[config.mk]
export PLATFORM = sky130hd
export DESIGN_NAME = txshift
export DESIGN_NICKNAME = d
export VERILOG_FILES = /design/src/rtl/txshift_pkg.sv /design/src/rtl/txshift_baud_tick.sv /design/src/rtl/txshift.sv
export SDC_FILE = /design/constraint.sdc
export NUM_CORES = 1
export LEC_CHECK = 0
export ABC_CLOCK_PERIOD_IN_PS = 3400
export BUFFER_PORTS_ARGS = -buffer_cell sky130_fd_sc_hd__buf_2
export CAP_MARGIN = 20
export CELL_PAD_IN_SITES_DETAIL_PLACEMENT = 0
export CELL_PAD_IN_SITES_GLOBAL_PLACEMENT = 1
export CORE_ASPECT_RATIO = 0.75
export CORE_MARGIN = 2
export CORE_UTILIZATION = 45
export CTS_BUF_LIST = sky130_fd_sc_hd__clkbuf_4 sky130_fd_sc_hd__clkbuf_8 sky130_fd_sc_hd__clkbuf_16
export CTS_CLUSTER_SIZE = 20
export DETAILED_ROUTE_END_ITERATION = 8
export GPL_ROUTABILITY_DRIVEN = 1
export PLACE_DENSITY = 0.82
export SETUP_SLACK_MARGIN = 0.5
export SLEW_MARGIN = 20
export SYNTH_ARGS = -nofsm -noshare
export SYNTH_HDL_FRONTEND = slang
export SYNTH_SLANG_ARGS = --single-unit
[constraint.sdc]
create_clock -name i_Pclk -period 3.4 [get_ports i_Pclk]
set_clock_uncertainty 0.2 [all_clocks]
set_input_delay 0.34 -clock i_Pclk [delete_from_list [all_inputs] [get_ports i_Pclk]]
set_output_delay 0.34 -clock i_Pclk [all_outputs]
set_load 0.02 [all_outputs]
[src/rtl/txshift_pkg.sv]
// Shared types and constants for the txshift UART transmit engine.
// Contents: frame state encoding, data/baud widths and the line levels used
// for each part of an 8N1 frame.
package txshift_pkg;

  typedef enum logic [2:0] {
    IDLE,
    START,
    DATA,
    STOP,
    DONE
  } state_t;

  localparam int DATA_BITS = 8;
  localparam int BAUD_W    = 8;

  localparam logic IDLE_LVL  = 1'b1;
  localparam logic START_LVL = 1'b0;
  localparam logic STOP_LVL  = 1'b1;

endpackage

[src/rtl/txshift_baud_tick.sv]
// Bit-period timer for txshift.
// Latches the bit period on 'clear' (frame start) and counts 0..P-1 while
// 'run' is high, raising 'tick' on the last cycle of each bit period.
// Ports:
//   clk   - clock
//   rst   - synchronous active-high reset (clears the counter)
//   clear - frame start: load period from 'baud', zero the counter
//   run   - count enable (a frame is in progress)
//   baud  - requested period in clk cycles (0 is treated as 1)
//   tick  - high on the final cycle of the current bit period
module txshift_baud_tick
  import txshift_pkg::*;
(
  input  logic              clk,
  input  logic              rst,
  input  logic              clear,
  input  logic              run,
  input  logic [BAUD_W-1:0] baud,
  output logic              tick
);

  logic [BAUD_W-1:0] period;
  logic [BAUD_W-1:0] count;

  // A zero period would never produce a tick; clamp it to one cycle per bit.
  function automatic logic [BAUD_W-1:0] sat_period(input logic [BAUD_W-1:0] b);
    return (b == '0) ? BAUD_W'(1) : b;
  endfunction

  // Period is configuration data, loaded only at frame start.
  always_ff @(posedge clk) begin
    if (clear) period <= sat_period(baud);
  end

  always_ff @(posedge clk) begin
    if (rst) begin
      count <= '0;
    end else if (clear) begin
      count <= '0;
    end else if (run) begin
      if (tick) count <= '0;
      else      count <= count + BAUD_W'(1);
    end
  end

  assign tick = (count == period - BAUD_W'(1));

endmodule

[src/rtl/txshift.sv]
// UART 8N1 transmit shift engine.
// Sends one byte as start bit, 8 data bits LSB first, stop bit; each bit is
// held for a run-time number of clock cycles taken from i_Baud at frame start.
// Ports:
//   i_Pclk      - peripheral clock, all logic on rising edge
//   i_Reset     - synchronous active-high reset
//   i_Baud      - bit period in i_Pclk cycles (0 behaves as 1)
//   i_Enable    - transmit request, sampled only while idle
//   i_Data      - byte to send, latched at frame start
//   o_Tx_Serial - serial line, idle high (registered)
//   o_Pready    - one-cycle pulse when a frame completes (registered)
module txshift
  import txshift_pkg::*;
(
  input  logic              i_Pclk,
  input  logic              i_Reset,
  input  logic [BAUD_W-1:0] i_Baud,
  input  logic              i_Enable,
  input  logic [7:0]        i_Data,
  output logic              o_Tx_Serial,
  output logic              o_Pready
);

  state_t         state_q;
  state_t         state_d;
  logic           load;
  logic           tick;
  logic           line_d;
  logic [2:0]     bit_idx;
  logic [DATA_BITS-1:0] shift_reg;

  txshift_baud_tick u_baud_tick (
    .clk   (i_Pclk),
    .rst   (i_Reset),
    .clear (load),
    .run   (state_q != IDLE),
    .baud  (i_Baud),
    .tick  (tick)
  );

  always_ff @(posedge i_Pclk) begin
    if (i_Reset) state_q <= IDLE;
    else         state_q <= state_d;
  end

  always_comb begin
    state_d = state_q;
    load    = 1'b0;
    case (state_q)
      IDLE: begin
        if (i_Enable) begin
          load    = 1'b1;
          state_d = START;
        end
      end
      START: if (tick) state_d = DATA;
      DATA:  if (tick && bit_idx == 3'(DATA_BITS - 1)) state_d = STOP;
      STOP:  if (tick) state_d = DONE;
      DONE:  state_d = IDLE;
      default: state_d = IDLE;
    endcase
  end

  // Line level for the current state; registering it below keeps the line
  // glitch-free and delays it one cycle behind the state register.
  always_comb begin
    line_d = IDLE_LVL;
    case (state_q)
      START: line_d = START_LVL;
      DATA:  line_d = shift_reg[bit_idx];
      STOP:  line_d = STOP_LVL;
      default: line_d = IDLE_LVL;
    endcase
  end

  // Latched byte is data only; it is rewritten at every frame start.
  always_ff @(posedge i_Pclk) begin
    if (load) shift_reg <= i_Data;
  end

  always_ff @(posedge i_Pclk) begin
    if (i_Reset) begin
      bit_idx     <= '0;
      o_Tx_Serial <= IDLE_LVL;
      o_Pready    <= 1'b0;
    end else begin
      o_Tx_Serial <= line_d;
      o_Pready    <= (state_q == DONE);
      if (state_q != DATA)  bit_idx <= '0;
      else if (tick)        bit_idx <= bit_idx + 3'd1;
    end
  end

endmodule

==> flow_summary.ini, run 1 <==
[setup_path]
cp.arrival_ps = 2410
critical_path_class = flip-flop to flip-flop
crit_path_end_kind = flip-flop
worstPathMaxFanout = 11
r2r.worst_path.cells = 9
cp-start-kind = flip-flop
required_ps = 3400
reg2reg_from = u_baud_tick.period[0]$_SDFFCE_PN1P_
reg2reg_to = state_q[0]$_SDFFE_PP0P_
r2r_slack_ps = 980

[cts]
cts_tree = yes
clk_pin_slew_ps = 70
cts_num_sinks = 32
numCtsBuffers = 5
clock_latency_ps = 280
clk_path_buf_depth = 2
cts.htree.levels = 2
post-cts-setup-buffers = 0
cts_resized = 0
holdBufCountCts = 0
root_buffer = clkbuf_8

[synthesis]
synth-seq-area-share = 0.4837
synth_edf_count = 16
synthArstFlopShare = 0
synth_area_leaders = edfxtp_1 (29%), dfxtp_1 (19%), xor2_1 (5.3%), mux2i_1 (4.2%), nand2_1 (3.9%)
syn_area_sq_um = 1655
synth_nets = 177
synth_warnings = 0
synth.top_cell.area_share = 0.2902
ys_ff_latch = 32
syn_area_per_cell_sq_um = 10.75
ys_types = 41
postSynthCellCount = 154
ys.flop_type = edfxtp_1
synth_top_area_cell = edfxtp_1

[job]
cap_violations = 0

[sta]
rsz0062_at_grt = no
fin_tns_setup_ps = 0
slew_headroom = 0.6239
worst_pin_slew_ps = 563.5
fin_crit_sh = 0.7105
hold_viol = 0
fmax_mhz = 413.9
finalSetupViolCount = 0
period_minus_slack_ps = 2416
drv_slew = 0

[layout]
design_area_sq_um = 1872
final_net_count = 191
nFillCells = 321
antenna_cells = 0
syn_to_final_growth_pct = 13.08
regArea_sq_um = 800.8
drive_above_1_share = 0.2426
finalNonFillerCells = 221
multi_input_area_sq_um = 775.7

[power_and_ir_drop]
finalPower_mw = 0.8577
sw_frac_of_total = 0.2229
max-vdd-ir-drop_uv = 345.3
p_switching_mw = 0.1912
p_seq_frac = 0.508
leakage_nw = 0.6891
combPwrFrac = 0.073
clkPwrFrac = 0.419
powerDensity_nw_per_um2 = 458.2
intPower_mw = 0.6666

[drt]
vias = 1130
drc = 0
ant_nets = 0
drt_first_pass_iters = 4
post_drt_wl_per_cell_um = 13.33
wl_um = 2946
drt_iter0_drc = 55
via_per_inst = 5.113

[worst_hold_path]
whs_path_depth = 1
min_to = shift_reg[2]$_DFFE_PP_
hold_path.class = input pin to flip-flop
worst_hold_startpoint = i_Data[2]

[grt]
grt_start_max_net_pins = 17
antenna_found_initial = 0
track_usage = 0.1621
grt_pass1_vias = 1146
grt_first_pass_wirelength_um = 5064
globalRouteOverflowTotal = 0

[placed_design]
placed_cell_area_sq_um = 1760
dp_hpwl_um = 2214
place_congestion = 0.8036
portBuffers = 20
dp_cells = 213

[run_status]
outcome = complete, no violations

[die]
io_pins = 21
die_x_um = 74.04
fp.dieH_um = 56.53
core_area_sq_um = 3590
rows = 19
die_area_sq_um = 4185
initial_core_util = 0.4611
[critical path: stages (launching register included)]
cell and delay, ps:
edfxtp_1 460, inv_1 70, ha_1 300, o21bai_1 210
a211oi_1 240, o21bai_1 90, nor2b_2 180, nor2_1 110
buf_4 220, mux2i_1 240
[power by group through the flow]
stage	registers (mW)	logic, mW	clock network, mW
floorplan	0.439	0.0487	0
global placement	0.444	0.0605	0
detailed placement	0.444	0.0624	0
CTS	0.436	0.0633	0.366
global route	0.437	0.0708	0.387
finish	0.436	0.0627	0.359
[cell usage after synthesis (3+ instances only)]
cell	n
ha_1	4
nand3_1	6
xor2_1	10
nor2_1	7
nand2_1	17
mux2i_1	7
nor2b_1	3
edfxtp_1	16
dfxtp_1	16
or3_1	4
a21oi_1	3
a211oi_2	5
xnor2_1	5
clkbuf_1	9
buf_2	3
nor3_1	4
inv_1	3
[layout make-up]
type,instances,area share
Sequential cell,32,0.4278
Multi-Input combinational cell,105,0.4144
Timing Repair Buffer,21,0.05749
Clock buffer,5,0.03676
Tap cell,52,0.03476
Clock inverter,3,0.02273
Inverter,3,0.006016
[metal layers]
metal  global-route usage  part of all wire
met1               0.2203              0.48
met2               0.2449              0.46
met3              0.04847             0.051
met4              0.05714            0.0054
met5                    0                 0
[cell families after synthesis]
logic type / count (synthesis) / synth area share
simple gates: 56 / 0.1837
flops: 32 / 0.4838
compound gates: 21 / 0.1058
buf+inv: 17 / 0.04762
xor+xnor: 15 / 0.07936
mux: 9 / 0.06954
fa+ha+maj: 4 / 0.03024
[cell usage in the layout, fill, tap and decap left out, drive strengths merged, types with 2 or more instances in the layout]
master / netlist / final
nand2: 17 / 17
nor2b: 4 / 4
clkbuf: 9 / 5
dfxtp: 16 / 16
nor3: 5 / 5
buf: 5 / 21
inv: 3 / 3
nand3: 6 / 6
o21bai: 2 / 2
o22ai: 2 / 2
a21oi: 3 / 3
nor4: 3 / 3
ha: 4 / 4
xor2: 10 / 10
nor2: 7 / 7
and3: 2 / 2
or3: 4 / 4
mux2i: 7 / 7
edfxtp: 16 / 16
or2: 2 / 2
a211oi: 7 / 7
o21ai: 2 / 2
xnor2: 5 / 5
nand4: 2 / 2
mux4: 2 / 2
[stage by stage]
step,setup slack (ps),utilization,hold slack [ps]
2_1_floorplan,1211,-,217.3
3_3_place_gp,1154,0.4904,274.4
3_5_place_dp,981.5,0.4904,317.2
4_1_cts,958.4,0.5214,24.48
5_1_grt,802.8,0.5214,19.78
6_report,984.2,0.5214,31.29
[worst max-delay path by stage]
stage / start / endpoint / slack [ps] / cells past startpoint
after detailed placement: u_baud_tick.period[0]$_SDFFCE_PN1P_ / u_baud_tick.count[2]$_SDFFE_PP0P_ / 980 / 9
after global routing: u_baud_tick.period[0]$_SDFFCE_PN1P_ / u_baud_tick.count[2]$_SDFFE_PP0P_ / 800 / 9
after floorplan: u_baud_tick.period[0]$_SDFFCE_PN1P_ / state_q[0]$_SDFFE_PP0P_ / 1210 / 10
after global placement: u_baud_tick.period[0]$_SDFFCE_PN1P_ / u_baud_tick.count[2]$_SDFFE_PP0P_ / 1150 / 9
final: u_baud_tick.period[0]$_SDFFCE_PN1P_ / state_q[0]$_SDFFE_PP0P_ / 980 / 9
after CTS: u_baud_tick.period[0]$_SDFFCE_PN1P_ / u_baud_tick.count[2]$_SDFFE_PP0P_ / 960 / 9
No activity file was read; power rests on OpenSTA's default activity.
==> run 2, diff against run 1 <==
Settings changed: ABC_CLOCK_PERIOD_IN_PS 3400 to 2100, CORE_UTILIZATION 45 to 40, PLACE_DENSITY 0.82 to 0.77.
Clock period 3.4 ns to 2.1 ns, I/O delays scaled along.
==> flow_summary.ini, run 2 (same netlist as run 1, synthesis figures left out) <==
[setup_path]
required_ps = 2100
cp.arrival_ps = 2100
cp-start-kind = flip-flop
crit_path_end_kind = flip-flop
critical_path_class = flip-flop to flip-flop
worstPathMaxFanout = 8

[grt]
antenna_found_initial = 0
grt_pass1_vias = 1265
globalRouteOverflowTotal = 0
grt_first_pass_wirelength_um = 5575
track_usage = 0.1617
grt_start_max_net_pins = 17

[sta]
drv_slew = 0
slew_headroom = 0.7473
hold_viol = 0
period_minus_slack_ps = 2100
fmax_mhz = 476.2
fin_crit_sh = 0.9999
finalSetupViolCount = 0
worst_pin_slew_ps = 379.1
rsz0062_at_grt = yes

[power_and_ir_drop]
max-vdd-ir-drop_uv = 340.7
powerDensity_nw_per_um2 = 646.2
intPower_mw = 1.125
p_switching_mw = 0.3352
sw_frac_of_total = 0.2295
finalPower_mw = 1.460
clkPwrFrac = 0.402
p_seq_frac = 0.481
combPwrFrac = 0.117
leakage_nw = 0.8424

[placed_design]
portBuffers = 20
dp_hpwl_um = 2318
dp_cells = 223
place_congestion = 0.8458

[die]
die_area_sq_um = 4674
initial_core_util = 0.4134
die_x_um = 78.28
rows = 20
io_pins = 21
fp.dieH_um = 59.71
core_area_sq_um = 4004

[layout]
antenna_cells = 0
fin_util = 0.5644
drive_above_1_share = 0.3518
syn_to_final_growth_pct = 36.51
final_net_count = 221
layout_common_cells = buf_2 (20), dlygate4sd3_1 (17), nand2_1 (16), edfxtp_1 (16), dfxtp_1 (15)
nFillCells = 332
mostFrequentLayoutCell = buf_2
finalNonFillerCells = 254

[cts]
cts_num_sinks = 32
root_buffer = clkbuf_8
cts.htree.levels = 2
cts_tree = yes
clk_path_buf_depth = 2
numCtsBuffers = 5
clock_latency_ps = 290
clk_pin_slew_ps = 70

[drt]
via_per_inst = 5.079
post_drt_wl_per_cell_um = 13.34
vias = 1290
drt_first_pass_iters = 4
drt_iter0_drc = 52
wl_um = 3389
drc = 0
ant_nets = 0

[run_status]
outcome = complete, no violations

[job]
cap_violations = 0

[worst_hold_path]
hold_path.class = input pin to flip-flop
run 2: changes by cell type in the layout (fill, tap and decap cells not counted), moves of 2 or more:
cell           previous run  this run
inv_2                     0         2
inv_1                     3         0
nor3_1                    4         2
buf_4                     1        12
dlygate4sd3_1             0        17
a211oi_2                  5         7
nor2_1                    7         5
a211oi_1                  2         0
run 2: layer usage:
metal	up-vias	global-route usage	wire length, um
li1	636	-	-
met1	608	0.1929	1602
met2	37	0.2574	1554
met3	9	0.05136	156
met4	0	0.1053	76
met5	-	0	0
run 2: critical path, stage by stage, from the launching register on:
cell and delay [ps]:
edfxtp_1 430, inv_2 70, ha_4 190, buf_6 120, xnor2_1 120, nand4_1 160
o31ai_4 100, nor2b_4 160, nor2_2 60, buf_4 170, a221oi_2 230
run 2: layout make-up:
cell class                 instances  area (sq um)  share of cell area
multi-input combinational        105         870.8              0.3854
sequential                        32         802.0              0.3549
timing repair buffer              51         391.6              0.1733
clock buffer                       5         68.82             0.03045
tap                               55         68.82             0.03045
clock inverter                     3         42.54             0.01883
inverter                           3         15.01            0.006645
run 2: through the flow:
stage	instance area, sq um	hold WS (ps)	setup TNS [ps]	worst slack [ps]
after detailed placement	1858	188.1	0	11.72
after CTS	2232	7.690	0	43.53
after global placement	1858	187.5	0	57.87
after global routing	2260	40.80	-1138	-107.2
final	2260	22.50	0	0.2005
after floorplan	1707	87.34	0	92.26
run 2: power groups by stage:
stage | clock (mW) | sequential [mW] | combinational, mW
after global routing | 0.628 | 0.705 | 0.185
after detailed placement | 0 | 0.717 | 0.123
after CTS | 0.600 | 0.702 | 0.166
after floorplan | 0 | 0.711 | 0.0878
after global placement | 0 | 0.716 | 0.119
final | 0.587 | 0.703 | 0.170
run 2: what timing repair did:
| action | CTS | global route |
|---|---|---|
| hold buffers | 17 | 0 |
| setup endpoints to repair | 31 | 31 |
| pin swaps | 6 | 7 |
| endpoints found under the hold margin | 18 | 0 |
| buffers inserted | 5 | 1 |
| gates resized for setup | 7 | 4 |
run 2: final timing paths:
kind | start | end | slack (ps) | depth (start not counted)
setup reg to reg | u_baud_tick.period[0]$_SDFFCE_PN1P_ | u_baud_tick.count[2]$_SDFFE_PP0P_ | 0.2 | 10
hold reg to reg | bit_idx[2]$_SDFFE_PP0N_ | bit_idx[2]$_SDFFE_PP0N_ | 320 | 2
hold / removal | i_Reset | o_Tx_Serial$_SDFF_PP1_ | 20 | 3
setup / recovery | u_baud_tick.period[0]$_SDFFCE_PN1P_ | u_baud_tick.count[2]$_SDFFE_PP0P_ | 0.2 | 10
==> run 3, diff against run 2 <==
Settings changed: SETUP_SLACK_MARGIN 0.5 to not set.
==> flow_summary.ini, run 3 (same netlist as run 1, synthesis figures left out) <==
[run_status]
outcome = complete, but fails checks
violations = setup timing

[die]
die_x_um = 78.28
die_area_sq_um = 4674
core_area_sq_um = 4004
fp.dieH_um = 59.71
io_pins = 21
initial_core_util = 0.4134
rows = 20

[job]
cap_violations = 0

[power_and_ir_drop]
finalPower_mw = 1.453
intPower_mw = 1.138
powerDensity_nw_per_um2 = 655.1
leakage_nw = 0.8575
combPwrFrac = 0.113
p_seq_frac = 0.483
p_switching_mw = 0.3153
max-vdd-ir-drop_uv = 505.2
sw_frac_of_total = 0.2170
clkPwrFrac = 0.404

[drt]
via_per_inst = 4.814
wl_um = 3428
drt-met1-wl_um = 1588
routed-wl-met3_um = 147
vias = 1242
met2WireLength_um = 1693
top_layer = met3
post_drt_wl_per_cell_um = 13.29
drt_iter0_drc = 66
drt_first_pass_iters = 4
ant_nets = 0
drc = 0

[cts]
cts_tree = yes
clk_path_buf_depth = 2
clk_pin_slew_ps = 70
root_buffer = clkbuf_8
cts_num_sinks = 32
numCtsBuffers = 5
cts.htree.levels = 2
clock_latency_ps = 280

[sta]
fin_tns_setup_ps = -314.5
finalSetupViolCount = 10
fin_crit_sh = 1.035
slew_headroom = 0.7521
fmax_mhz = 460.0
whs_ps = 161.7
hold_viol = 0
rsz0062_at_grt = yes
drv_slew = 0
period_minus_slack_ps = 2174
setup_slack_ps = -73.86
worst_pin_slew_ps = 371.9

[placed_design]
dp_hpwl_um = 2315
placed_cell_area_sq_um = 1882
portBuffers = 20
place_congestion = 0.8455

[layout]
nFillCells = 337
multi_input_area_sq_um = 808.3
mostFrequentLayoutCell = buf_2
drive_above_1_share = 0.3202
layout_common_cells = buf_2 (20), nand2_1 (17), dlygate4sd3_1 (17), buf_4 (17)
regArea_sq_um = 800.8
design_area_sq_um = 2218
syn_to_final_growth_pct = 34.01
final_net_count = 225
antenna_cells = 0

[setup_path]
r2r_slack_ps = -70
cp-start-kind = flip-flop
crit_path_end_kind = flip-flop
cp.arrival_ps = 2190
required_ps = 2110
worstPathMaxFanout = 3
critical_path_class = flip-flop to flip-flop

[grt]
globalRouteOverflowTotal = 0
grt_first_pass_wirelength_um = 5520
grt_pass1_vias = 1217
antenna_found_initial = 0
grt_start_max_net_pins = 17
track_usage = 0.1588

[worst_hold_path]
hold_path.class = input pin to flip-flop
==> run 3: stage by stage <==
stage               worst slack, ps  utilization  std cells
CTS                          -44.86       0.5522        258
global route                 -146.0       0.5541        258
detailed placement           -119.0       0.4700        229
floorplan                     16.54            -        154
finish                       -73.86       0.5541        258
global placement             -48.52       0.4700        229
==> run 3: final cells by class <==
class                      count  area share
multi-input combinational    105      0.3644
sequential                    32      0.3610
timing repair buffer          55      0.1884
clock buffer                   6     0.03440
tap                           55     0.03102
clock inverter                 2     0.01579
inverter                       3    0.005076
==> run 3: worst max-delay path: stages, from the launching register on <==
cell and delay, ps:
edfxtp_1 420, inv_2 90, ha_4 200, xor2_1 140, nand2_1 90, a211oi_2 270, nand3_2 120, buf_4 150
or3_1 300, a21boi_1 120
==> run 3: repair_timing <==
| item | 4_1_cts | 5_1_grt |
|---|---|---|
| endpoints found under the setup margin | 12 | 12 |
| pin swaps | 5 | 0 |
| hold endpoints to repair | 17 | 0 |
| resized for setup | 5 | 2 |
| hold buffers | 17 | 0 |
| buffers inserted | 4 | 0 |
==> run 3: per-layer routing <==
| metal | vias to the layer above | GRT usage |
|---|---|---|
| li1 | 642 | - |
| met1 | 571 | 0.2000 |
| met2 | 29 | 0.2746 |
| met3 | 0 | 0.05136 |
| met4 | 0 | 0.03008 |
| met5 | - | 0 |
==> run 3: power groups by stage <==
| stage | Sequential, mW | Combinational (mW) | Clock, mW |
|---|---|---|---|
| after detailed placement | 0.717 | 0.125 | 0 |
| after floorplan | 0.711 | 0.0819 | 0 |
| after global routing | 0.705 | 0.179 | 0.629 |
| final | 0.702 | 0.164 | 0.587 |
| after global placement | 0.716 | 0.121 | 0 |
| after CTS | 0.702 | 0.160 | 0.594 |
==> run 3: path summary, 6_finish.rpt <==
kind                                       startpoint                           endpoint  depth (start not counted)
setup / recovery  u_baud_tick.period[0]$_SDFFCE_PN1P_            bit_idx[0]$_SDFFE_PP0N_                          9
hold / removal                               i_Enable  u_baud_tick.count[2]$_SDFFE_PP0P_                          4
setup reg to reg  u_baud_tick.period[0]$_SDFFCE_PN1P_            bit_idx[0]$_SDFFE_PP0N_                          9
hold reg to reg               bit_idx[2]$_SDFFE_PP0N_            bit_idx[2]$_SDFFE_PP0N_                          2
